<file path="src/rtl/rvfi_trace_emitter.sv">
`default_nettype none
// +--------------------------------------------------------------------------+
// | rvfi_trace_emitter: turns writeback retirements (and late load data) into |
// | RVFI trace pulses. Define XCFI_RVFI_MEM_EN to trace mem fields / loads.   |
// | Revision: 1.0                                                             |
// +--------------------------------------------------------------------------+
module rvfi_trace_emitter #(
    parameter int XLEN    = 32,
    parameter int ORDER_W = 64
) (
    input  logic                g_clk,
    input  logic                g_reset,
    input  logic                wb_valid,
    output logic                wb_ready,
    input  logic [XLEN-1:0]     wb_insn,
    input  logic [XLEN-1:0]     wb_pc_rdata,
    input  logic [XLEN-1:0]     wb_pc_wdata,
    input  logic [4:0]          wb_rs1_addr,
    input  logic [4:0]          wb_rs2_addr,
    input  logic [4:0]          wb_rs3_addr,
    input  logic [4:0]          wb_rd_addr,
    input  logic [XLEN-1:0]     wb_rs1_rdata,
    input  logic [XLEN-1:0]     wb_rs2_rdata,
    input  logic [XLEN-1:0]     wb_rs3_rdata,
    input  logic [XLEN-1:0]     wb_rd_wdata,
    input  logic                wb_trap,
    input  logic                wb_load,
    input  logic [XLEN-1:0]     wb_mem_addr,
    input  logic [XLEN-1:0]     wb_mem_wdata,
    input  logic [XLEN/8-1:0]   wb_mem_rmask,
    input  logic [XLEN/8-1:0]   wb_mem_wmask,
    input  logic                ld_valid,
    input  logic [XLEN-1:0]     ld_rdata,
    input  logic                trap_entry,
    output logic                rvfi_valid,
    output logic [ORDER_W-1:0]  rvfi_order,
    output logic [XLEN-1:0]     rvfi_insn,
    output logic                rvfi_trap,
    output logic                rvfi_halt,
    output logic                rvfi_intr,
    output logic [XLEN-1:0]     rvfi_pc_rdata,
    output logic [XLEN-1:0]     rvfi_pc_wdata,
    output logic [4:0]          rvfi_rs1_addr,
    output logic [4:0]          rvfi_rs2_addr,
    output logic [4:0]          rvfi_rs3_addr,
    output logic [XLEN-1:0]     rvfi_rs1_rdata,
    output logic [XLEN-1:0]     rvfi_rs2_rdata,
    output logic [XLEN-1:0]     rvfi_rs3_rdata,
    output logic [4:0]          rvfi_rd_addr,
    output logic [XLEN-1:0]     rvfi_rd_wdata,
    output logic [XLEN-1:0]     rvfi_mem_addr,
    output logic [XLEN/8-1:0]   rvfi_mem_rmask,
    output logic [XLEN/8-1:0]   rvfi_mem_wmask,
    output logic [XLEN-1:0]     rvfi_mem_wdata
);
    typedef struct packed {
        logic [XLEN-1:0]   insn;
        logic              trap;
        logic [XLEN-1:0]   pc_rdata;
        logic [XLEN-1:0]   pc_wdata;
        logic [4:0]        rs1_addr;
        logic [4:0]        rs2_addr;
        logic [4:0]        rs3_addr;
        logic [XLEN-1:0]   rs1_rdata;
        logic [XLEN-1:0]   rs2_rdata;
        logic [XLEN-1:0]   rs3_rdata;
        logic [4:0]        rd_addr;
        logic [XLEN-1:0]   rd_wdata;
        logic [XLEN-1:0]   mem_addr;
        logic [XLEN/8-1:0] mem_rmask;
        logic [XLEN/8-1:0] mem_wmask;
        logic [XLEN-1:0]   mem_wdata;
    } trace_t;

    typedef enum logic [0:0] {
        IDLE    = 1'b0,
        WAIT_LD = 1'b1
    } state_t;

    state_t             state;
    state_t             state_next;
    trace_t             wb_trace;
    trace_t             ld_trace;
    trace_t             hold;
    trace_t             trace;
    trace_t             out;
    logic               accept;
    logic               load_defer;
    logic               load_done;
    logic               emit;
    logic [ORDER_W-1:0] order_cnt;
    logic               intr_pend;

    assign wb_ready = (state == IDLE);
    assign accept   = wb_valid & wb_ready;

`ifdef XCFI_RVFI_MEM_EN
    assign load_defer = accept & wb_load & ~wb_trap;
    assign load_done  = (state == WAIT_LD) & ld_valid;
`else
    logic unused_mem;
    assign load_defer = 1'b0;
    assign load_done  = 1'b0;
    assign unused_mem = ^{wb_load, wb_mem_addr, wb_mem_wdata, wb_mem_rmask,
                          wb_mem_wmask, ld_valid, ld_rdata};
`endif

    assign emit = (accept & ~load_defer) | load_done;

    // A trap retires nothing architectural: rd and mem masks are squashed.
    always_comb begin
        wb_trace           = '0;
        wb_trace.insn      = wb_insn;
        wb_trace.trap      = wb_trap;
        wb_trace.pc_rdata  = wb_pc_rdata;
        wb_trace.pc_wdata  = wb_pc_wdata;
        wb_trace.rs1_addr  = wb_rs1_addr;
        wb_trace.rs2_addr  = wb_rs2_addr;
        wb_trace.rs3_addr  = wb_rs3_addr;
        wb_trace.rs1_rdata = wb_rs1_rdata;
        wb_trace.rs2_rdata = wb_rs2_rdata;
        wb_trace.rs3_rdata = wb_rs3_rdata;
        if (!wb_trap) begin
            wb_trace.rd_addr  = wb_rd_addr;
            wb_trace.rd_wdata = (wb_rd_addr == 5'd0) ? '0 : wb_rd_wdata;
        end
`ifdef XCFI_RVFI_MEM_EN
        wb_trace.mem_addr  = wb_mem_addr;
        wb_trace.mem_wdata = wb_mem_wdata;
        if (!wb_trap) begin
            wb_trace.mem_rmask = wb_mem_rmask;
            wb_trace.mem_wmask = wb_mem_wmask;
        end
`endif
    end

    always_comb begin
        ld_trace          = hold;
        ld_trace.rd_wdata = (hold.rd_addr == 5'd0) ? '0 : ld_rdata;
        trace             = load_done ? ld_trace : wb_trace;
    end

    always_ff @(posedge g_clk) begin
        if (g_reset) begin
            state <= IDLE;
        end else begin
            state <= state_next;
        end
    end

    always_comb begin
        state_next = state;
        case (state)
            IDLE:    if (load_defer) state_next = WAIT_LD;
            WAIT_LD: if (load_done)  state_next = IDLE;
            default: state_next = IDLE;
        endcase
    end

    // trap_entry seen while emitting belongs to the following retirement.
    always_ff @(posedge g_clk) begin
        if (g_reset) begin
            rvfi_valid <= 1'b0;
            rvfi_order <= '0;
            rvfi_intr  <= 1'b0;
            out        <= '0;
            hold       <= '0;
            order_cnt  <= '0;
            intr_pend  <= 1'b0;
        end else begin
            rvfi_valid <= emit;
            if (load_defer) begin
                hold <= wb_trace;
            end
            if (emit) begin
                out        <= trace;
                rvfi_order <= order_cnt;
                order_cnt  <= order_cnt + ORDER_W'(1);
                rvfi_intr  <= intr_pend;
                intr_pend  <= trap_entry;
            end else if (trap_entry) begin
                intr_pend <= 1'b1;
            end
        end
    end

    assign rvfi_halt      = 1'b0;
    assign rvfi_insn      = out.insn;
    assign rvfi_trap      = out.trap;
    assign rvfi_pc_rdata  = out.pc_rdata;
    assign rvfi_pc_wdata  = out.pc_wdata;
    assign rvfi_rs1_addr  = out.rs1_addr;
    assign rvfi_rs2_addr  = out.rs2_addr;
    assign rvfi_rs3_addr  = out.rs3_addr;
    assign rvfi_rs1_rdata = out.rs1_rdata;
    assign rvfi_rs2_rdata = out.rs2_rdata;
    assign rvfi_rs3_rdata = out.rs3_rdata;
    assign rvfi_rd_addr   = out.rd_addr;
    assign rvfi_rd_wdata  = out.rd_wdata;
    assign rvfi_mem_addr  = out.mem_addr;
    assign rvfi_mem_rmask = out.mem_rmask;
    assign rvfi_mem_wmask = out.mem_wmask;
    assign rvfi_mem_wdata = out.mem_wdata;

endmodule
`default_nettype wire

</file>
<file path="config.mk">
export PLATFORM = sky130hd
export DESIGN_NAME = rvfi_trace_emitter
export DESIGN_NICKNAME = d
export VERILOG_FILES = /design/src/rtl/rvfi_trace_emitter.sv
export SDC_FILE = /design/constraint.sdc
export NUM_CORES = 1
export LEC_CHECK = 0
export CAP_MARGIN = 10
export CORE_AREA = 10 10 280 282
export CTS_CLUSTER_SIZE = 28
export DETAILED_ROUTE_END_ITERATION = 7
export DIE_AREA = 0 0 290 292
export PLACE_DENSITY_LB_ADDON = 0.2
export SETUP_SLACK_MARGIN = 0.5
export SLEW_MARGIN = 20
export SYNTH_ARGS = -nofsm -noshare
export SYNTH_HDL_FRONTEND = slang
export SYNTH_SLANG_ARGS = --single-unit
</file>
<file path="constraint.sdc">
create_clock -name g_clk -period 5.9 [get_ports g_clk]
set_clock_uncertainty 0.05 [all_clocks]
set_input_delay 1.77 -clock g_clk [delete_from_list [all_inputs] [get_ports g_clk]]
set_output_delay 1.77 -clock g_clk [all_outputs]
set_load 0.005 [all_outputs]
</file>
* After elaboration in Yosys (flattened, before gate mapping) *
Cells that the tools add are included.

word-level totals
  input bits = 355
  register bits after elaboration = 377
  output and inout bits = 385

cells by class
  muxes and demuxes = 5
  add/subtract/negate cells = 1
  bitwise operators = 2
  reduce and logical (&&, ||, !) cells = 2

operators by type and width
  operator                                                         number
  64-bit by 1-bit adder with 64-bit output, second input constant  1
  37-bit 2-to-1 mux                                                1
  32-bit 2-to-1 mux                                                1
  5-bit logical NOT                                                1
  1-bit 2-to-1 mux                                                 2
  1-bit case mux with 2 select lines                               1
  2-bit nonzero test                                               1
  1-bit bitwise AND                                                1
  1-bit NOT                                                        1

* Depth between registers and ports, before layout *
Gate-level depths: netlist (run 1).

  word-level depth = 3
  mapped depth = 7

* Worst setup path before layout (run 1) *
No wires, ideal clock.

  kind = input-to-reg
  start = input port wb_valid
  end = register order_cnt[62]
  arrival time = 3.115 ns
  stages = 6
  slack = 2.664 ns
  library setup time = 0.071 ns
  data required time = 5.779 ns
  buffers on the path = 1
  path through = nand3_2 > nor4_4 > nand4_2 > buf_2 > or3_1 > a21oi_1

on the way
  word-level cells in the longest chain between the ends = 1

ends and longest elaborated chain
  what                  line  source
  from (decl)           13    input logic wb_valid,
  1-bit bitwise AND     95    assign accept = wb_valid & wb_ready;
  to (signal assigned)  178   order_cnt <= order_cnt + ORDER_W'(1);
  to (decl)             91    logic [ORDER_W-1:0] order_cnt;

Every way passes these cells.
A chain may end at the register's enable or synchronous reset.

* Worst setup path in the final report (run 1) *
  start = input port wb_valid
  end = register out, in the netlist rvfi_rs3_rdata[27]

on the way
  word-level cells in the longest chain between the ends = 1

ends and longest elaborated chain
  what                  line  source
  1-bit bitwise AND     95
  to (signal assigned)  176   out <= trace;
  to (decl)             86    trace_t out;

Every way passes these cells.

==> results of run 1 <==
-- final cells by class --
cell class	count	area (um^2)
fill	7582	50300
inverter	8	30.0
tap	959	1200
multi-input combinational	987	6220
timing repair buffer	570	5730
clock inverter	18	180
antenna	9	22.5
clock buffer	66	1370
sequential	376	7530
-- where the power goes --
part           total [W]  leakage, nW  internal [W]  switching [W]
Clock            0.00289        0.776       0.00174        0.00115
Combinational   0.000693         5.02      0.000405       0.000288
Sequential       0.00269         3.08       0.00264      0.0000537
Total            0.00628         8.87       0.00478        0.00149
-- cells in the mapped netlist, types with 18 or more instances --
library cell / count / area (um^2)
a21oi_1: 28 / 140
a22oi_1: 37 / 278
buf_2: 18 / 90.1
buf_4: 74 / 556
clkbuf_1: 53 / 199
dfxtp_1: 376 / 7530
mux2i_1: 274 / 2740
nand2_1: 26 / 97.6
nand3_1: 21 / 105
nand4_1: 32 / 200
nor2_1: 358 / 1340
o21ai_0: 19 / 95.1
or3_1: 21 / 131
xor2_1: 24 / 210
-- worst max path at each step --
stage	from	endpoint	slack [ps]	depth (start not counted)
global placement	wb_valid	rvfi_pc_wdata[10]	1710	5
CTS	rvfi_rs2_rdata[31]	rvfi_rs2_rdata[31]	2270	1
finish	wb_valid	rvfi_rs3_rdata[27]	2300	5
global route	wb_valid	rvfi_rs2_rdata[1]	2130	5
floorplan	wb_valid	order_cnt[62]	2660	6
detailed placement	wb_valid	rvfi_rs3_addr[0]	1700	5
-- layer usage --
metal  share of wire  vias up  GRT usage
li1                -     5897          -
met3            0.12      116     0.0774
met2            0.48      448      0.230
met5          0.0017        -          0
met4           0.029       18     0.0484
met1            0.37     5720      0.141
-- cell usage in the layout, fill, tap and decap left out, drive strengths merged, types with 11 or more instances in the layout --
cell type	netlist	routed
nand3	22	22
nand2	27	27
a22oi	37	37
buf	105	13
nand4	36	36
nor2	358	358
clkbuf	54	66
xnor2	12	12
dfxtp	376	376
clkdlybuf4s50	0	557
a21oi	28	28
nor4	11	11
or3	21	21
clkinv	0	13
xor2	24	24
conb	2	74
mux2i	274	274
o21ai	19	19
-- flip-flops by register name, summed over array words and instances, names as in the netlist --
register and flops:
order_cnt 64, rvfi_order 64, rvfi_insn 32, rvfi_pc_rdata 32, rvfi_pc_wdata 32, rvfi_rd_wdata 32
rvfi_rs1_rdata 32, rvfi_rs2_rdata 32, rvfi_rs3_rdata 32, rvfi_rd_addr 5, rvfi_rs1_addr 5, rvfi_rs2_addr 5
rvfi_rs3_addr 5, intr_pend 1, rvfi_intr 1, rvfi_trap 1, rvfi_valid 1
-- cells by family (layout without fill, tap and decap cells) --
family,count (synthesis),in the layout
other cells,2,83
mux,274,274
compound gates,93,93
fa+ha+maj,1,1
flops,376,376
buf+inv,167,662
xor+xnor,36,36
simple gates,509,509
-- through the flow --
step	hold slack, ps	area (um^2)	worst slack, ps	total power, W	util
4_1_cts	448	22300	2270	0.00642	0.307
6_report	440	22300	2300	0.00628	0.307
5_1_grt	463	22300	2130	0.00657	0.307
3_3_place_gp	423	20700	1710	0.00344	0.285
2_1_floorplan	405	14700	2660	0.00302	-
3_5_place_dp	432	20700	1700	0.00345	0.285
-- worst register-to-register path: stages (launching register included) --
cell and delay, ps:
dfxtp_1 480, nand4_1 280, nor3_2 500, nand4_2 490, or4_1 640, a21oi_1 150
==> metrics.txt, run 1 <==
CTS Buf Count=47; DIE WIDTH=290 um; main combinational cell family by area after synthesis=multiplexers; Root Buffer=clkbuf_16; synth-to-layout area growth=54.6%; TNS Setup=0 ps; Nets=2346; normalized max-slew margin=0.341; FF-to-FF End=order_cnt[49]; num rows=99; top_reg_cell synth=dfxtp_1; RePlAce Congestion=0.818; antenna viol nets, final=0; Synth Area in XOR/XNOR=0.0219; Final HPWL DP=46800 um; Mapped Area=14400 um^2; All-Layer GR Usage=0.137; crit-path max FO=55; WHS Endpoint=rvfi_pc_rdata[24]; Synth Area in Compound Gates=0.0405; clock sink count=376; final std cells w/o fill=2993; status=finished clean; Initial DRT Pass Iterations=5; Worst-Skew Late Latency=560 ps; layout cell share with drive strength beyond 1=0.0509; io pins=740; CP bufs+invs=3; R2R cell count=5; IO Port Bufs=559; Slew Viols, Final=0; antenna violations before repair=27; hold buffer count at cts=0; sequential fraction of the synthesis area=0.522; initial cell density of the core=0.199; initial DRC count=471; largest net degree at the start of global routing=124; simple-gate share of the synthesized area=0.159; clk buf depth=3; critical path launch point type=primary input; pwr dens=282 nW/um^2; RR Startpoint=order_cnt[11]; LEAKAGE=8.87 nW; vias per std cell=4.08; Placed Instances=2900; wire length per cell=20.4 um; Yosys cell types=37; delay-heaviest family, CP=buffers and inverters; drt drc=0; via count=12200; die area=84700 um^2; CP cell instances=buf_8 > buf_4 > buf_4 > mux2i_1 > nor2_1; Worst EP arrival=3980 ps; # setup viols final=0; post_cts resized=0; ys async rst share=0; Top cell by count, worst path=buf_4; Syn Inst Count=1458; Max stage delay cell, worst path=buf_4; worst hold stages=2; CP max stage delay=860 ps; hold path start=rvfi_pc_rdata[24]; RSZ-0062 raised after global routing=false; number of global-route vias before repair=12500; Setup crit end kind=flop; worst reg-to-reg setup slack=3280 ps; grt ovf=0; placeable core region=72600 um^2; final WL=60900 um; Synth Area in Adders=0.000868; Yosys Warn Count=0; maximum vdd drop=167 uV; Post-CTS Setup Bufs=0; WP data required=6280 ps; H-tree Lvls=2; CTS tree=built; Synth Register Bits=376; Die H=292 um; syn_area_per_cell=9.88 um^2; Final Hold Fails=0; EDFF count, synth=0; fraction of the cycle the final worst path needs=0.611; Reg clk slew, reported paths=60 ps; CP Class=in2reg; worst-margin pin slew=989 ps; worst hold path type=reg2reg; fmax=278 MHz; first-pass GRT wire length=88100 um; post-synthesis mux area share=0.190; Max Cap Viol=0; minimum clock period=3600 ps
Note: power is estimated with default switching activity, not from simulation.
==> inputs of run 2 (changes only) <==
clock period = 3 ns   (was 5.9 ns; I/O delays follow)
==> run 2 against run 1 <==
Sequential share of layout area decreased by 0.38 points. Sequential power increased by 97%. Global-route usage about the same. Hold slack worse by 0.58 ps. Routed wire length rose by 0.27%.
==> metrics.txt, run 2 (same netlist as run 1, synthesis figures left out) <==
status=finished clean; CP Class=reg2out; TNS Setup=0 ps; RePlAce Congestion=0.778; worst hold path type=reg2reg; normalized max-slew margin=0.300; LEAKAGE=9.40 nW; Root Buffer=clkbuf_16; final WL=61100 um; CP Launch Point=rvfi_rs2_rdata[31]; fmax=406 MHz; most common cell after layout, fill and taps aside=clkdlybuf4s50_1; via count=12200; Max stage delay cell, worst path=dlygate4sd2_1; post-route cell area=22500 um^2; DIE WIDTH=290 um; crit-path max FO=2; Reg clk slew, reported paths=50 ps; CP bufs+invs=1; WP data required=2050 ps; critical path launch point type=flop; All-Layer GR Usage=0.136; layout cell share with drive strength beyond 1=0.0597; grt ovf=0; CTS tree=built; minimum clock period=2460 ps; delay-heaviest family, CP=buffers and inverters; Initial DRT Pass Iterations=5; area of the multi-input gates=6240 um^2; number of global-route vias before repair=12400; total power=0.0125 W; drt drc=0; # setup viols final=0; H-tree Lvls=2; clk buf depth=3; Worst-Skew Late Latency=560 ps; Nets=2363; Setup crit end kind=output port; Slew Viols, Final=0; Worst EP arrival=1510 ps; clock sink count=376; first-pass GRT wire length=87700 um; Final Hold Fails=0; Largest regs=order_cnt x64, rvfi_order x64; placeable core region=72600 um^2; io pins=740; antenna viol nets, final=0; Max Cap Viol=0; Seq. cell area=7530 um^2; pwr dens=554 nW/um^2; vias per std cell=4.05; Placed Area=20800 um^2; Fill cells=7567; CTS Buf Count=49; IO Port Bufs=559; die area=84700 um^2; Die H=292 um; initial DRC count=506; antenna violations before repair=30; maximum vdd drop=392 uV; synth-to-layout area growth=56.4%; initial cell density of the core=0.199; RSZ-0062 raised after global routing=false; CP max stage delay=600 ps; num rows=99; Final HPWL DP=46900 um; RR Startpoint=order_cnt[0]; CP cell instances=dlygate4sd2_1; fraction of the cycle the final worst path needs=0.821; worst-margin pin slew=1050 ps; hold path start=rvfi_rs2_rdata[18]; most frequent cells in the layout=511 x clkdlybuf4s50_1, 376 x dfxtp_1, 358 x nor2_1, 274 x mux2i_1, 74 x conb_1; largest net degree at the start of global routing=114; wire length per cell=20.3 um
==> run 2: per-layer routing <==
layer,wire length [um],track usage
met1,22000,0.136
met4,1410,0.0375
met3,7970,0.0853
met2,29600,0.233
met5,97,0
==> run 2: repair_timing <==
item | 4_1_cts | 5_1_grt
endpoints found under the setup margin | 26 | 32
setup buffers | 0 | 1
pin swaps | 0 | 1
gates resized for setup | 26 | 24
cloned | 0 | 0
hold buffers | 0 | 0
==> run 2: report_power, final <==
| part | total, W | internal, W | switching (W) | leakage [nW] |
|---|---|---|---|---|
| Sequential | 0.00529 | 0.00519 | 0.000105 | 3.08 |
| Combinational | 0.00136 | 0.000789 | 0.000568 | 5.54 |
| Clock | 0.00584 | 0.00351 | 0.00233 | 0.792 |
==> run 2: per-stage QoR <==
stage | hold WS (ps) | setup WS, ps | instances | utilization
5_1_grt | 465 | 500 | 3007 | 0.310
4_1_cts | 446 | 505 | 3002 | 0.309
6_report | 439 | 537 | 3016 | 0.310
3_3_place_gp | 421 | 252 | 2914 | 0.287
3_5_place_dp | 431 | 248 | 2914 | 0.287
2_1_floorplan | 405 | 634 | 1530 | -
==> run 2: cell type report <==
| class | instances | area share |
|---|---|---|
| Inverter | 8 | 0.00133 |
| Sequential cell | 376 | 0.334 |
| Clock inverter | 15 | 0.00544 |
| Antenna cell | 13 | 0.00144 |
| Timing Repair Buffer | 585 | 0.261 |
| Clock buffer | 73 | 0.0661 |
| Multi-Input combinational cell | 987 | 0.277 |
| Tap cell | 959 | 0.0533 |
==> run 2: path summary, 6_finish.rpt <==
kind	cells past startpoint	slack (ps)	end
min reg2reg	2	440	rvfi_rs2_rdata[18]
max	1	540	rvfi_rs2_rdata[31]
min	2	440	rvfi_rs2_rdata[18]
max reg2reg	8	630	order_cnt[42]
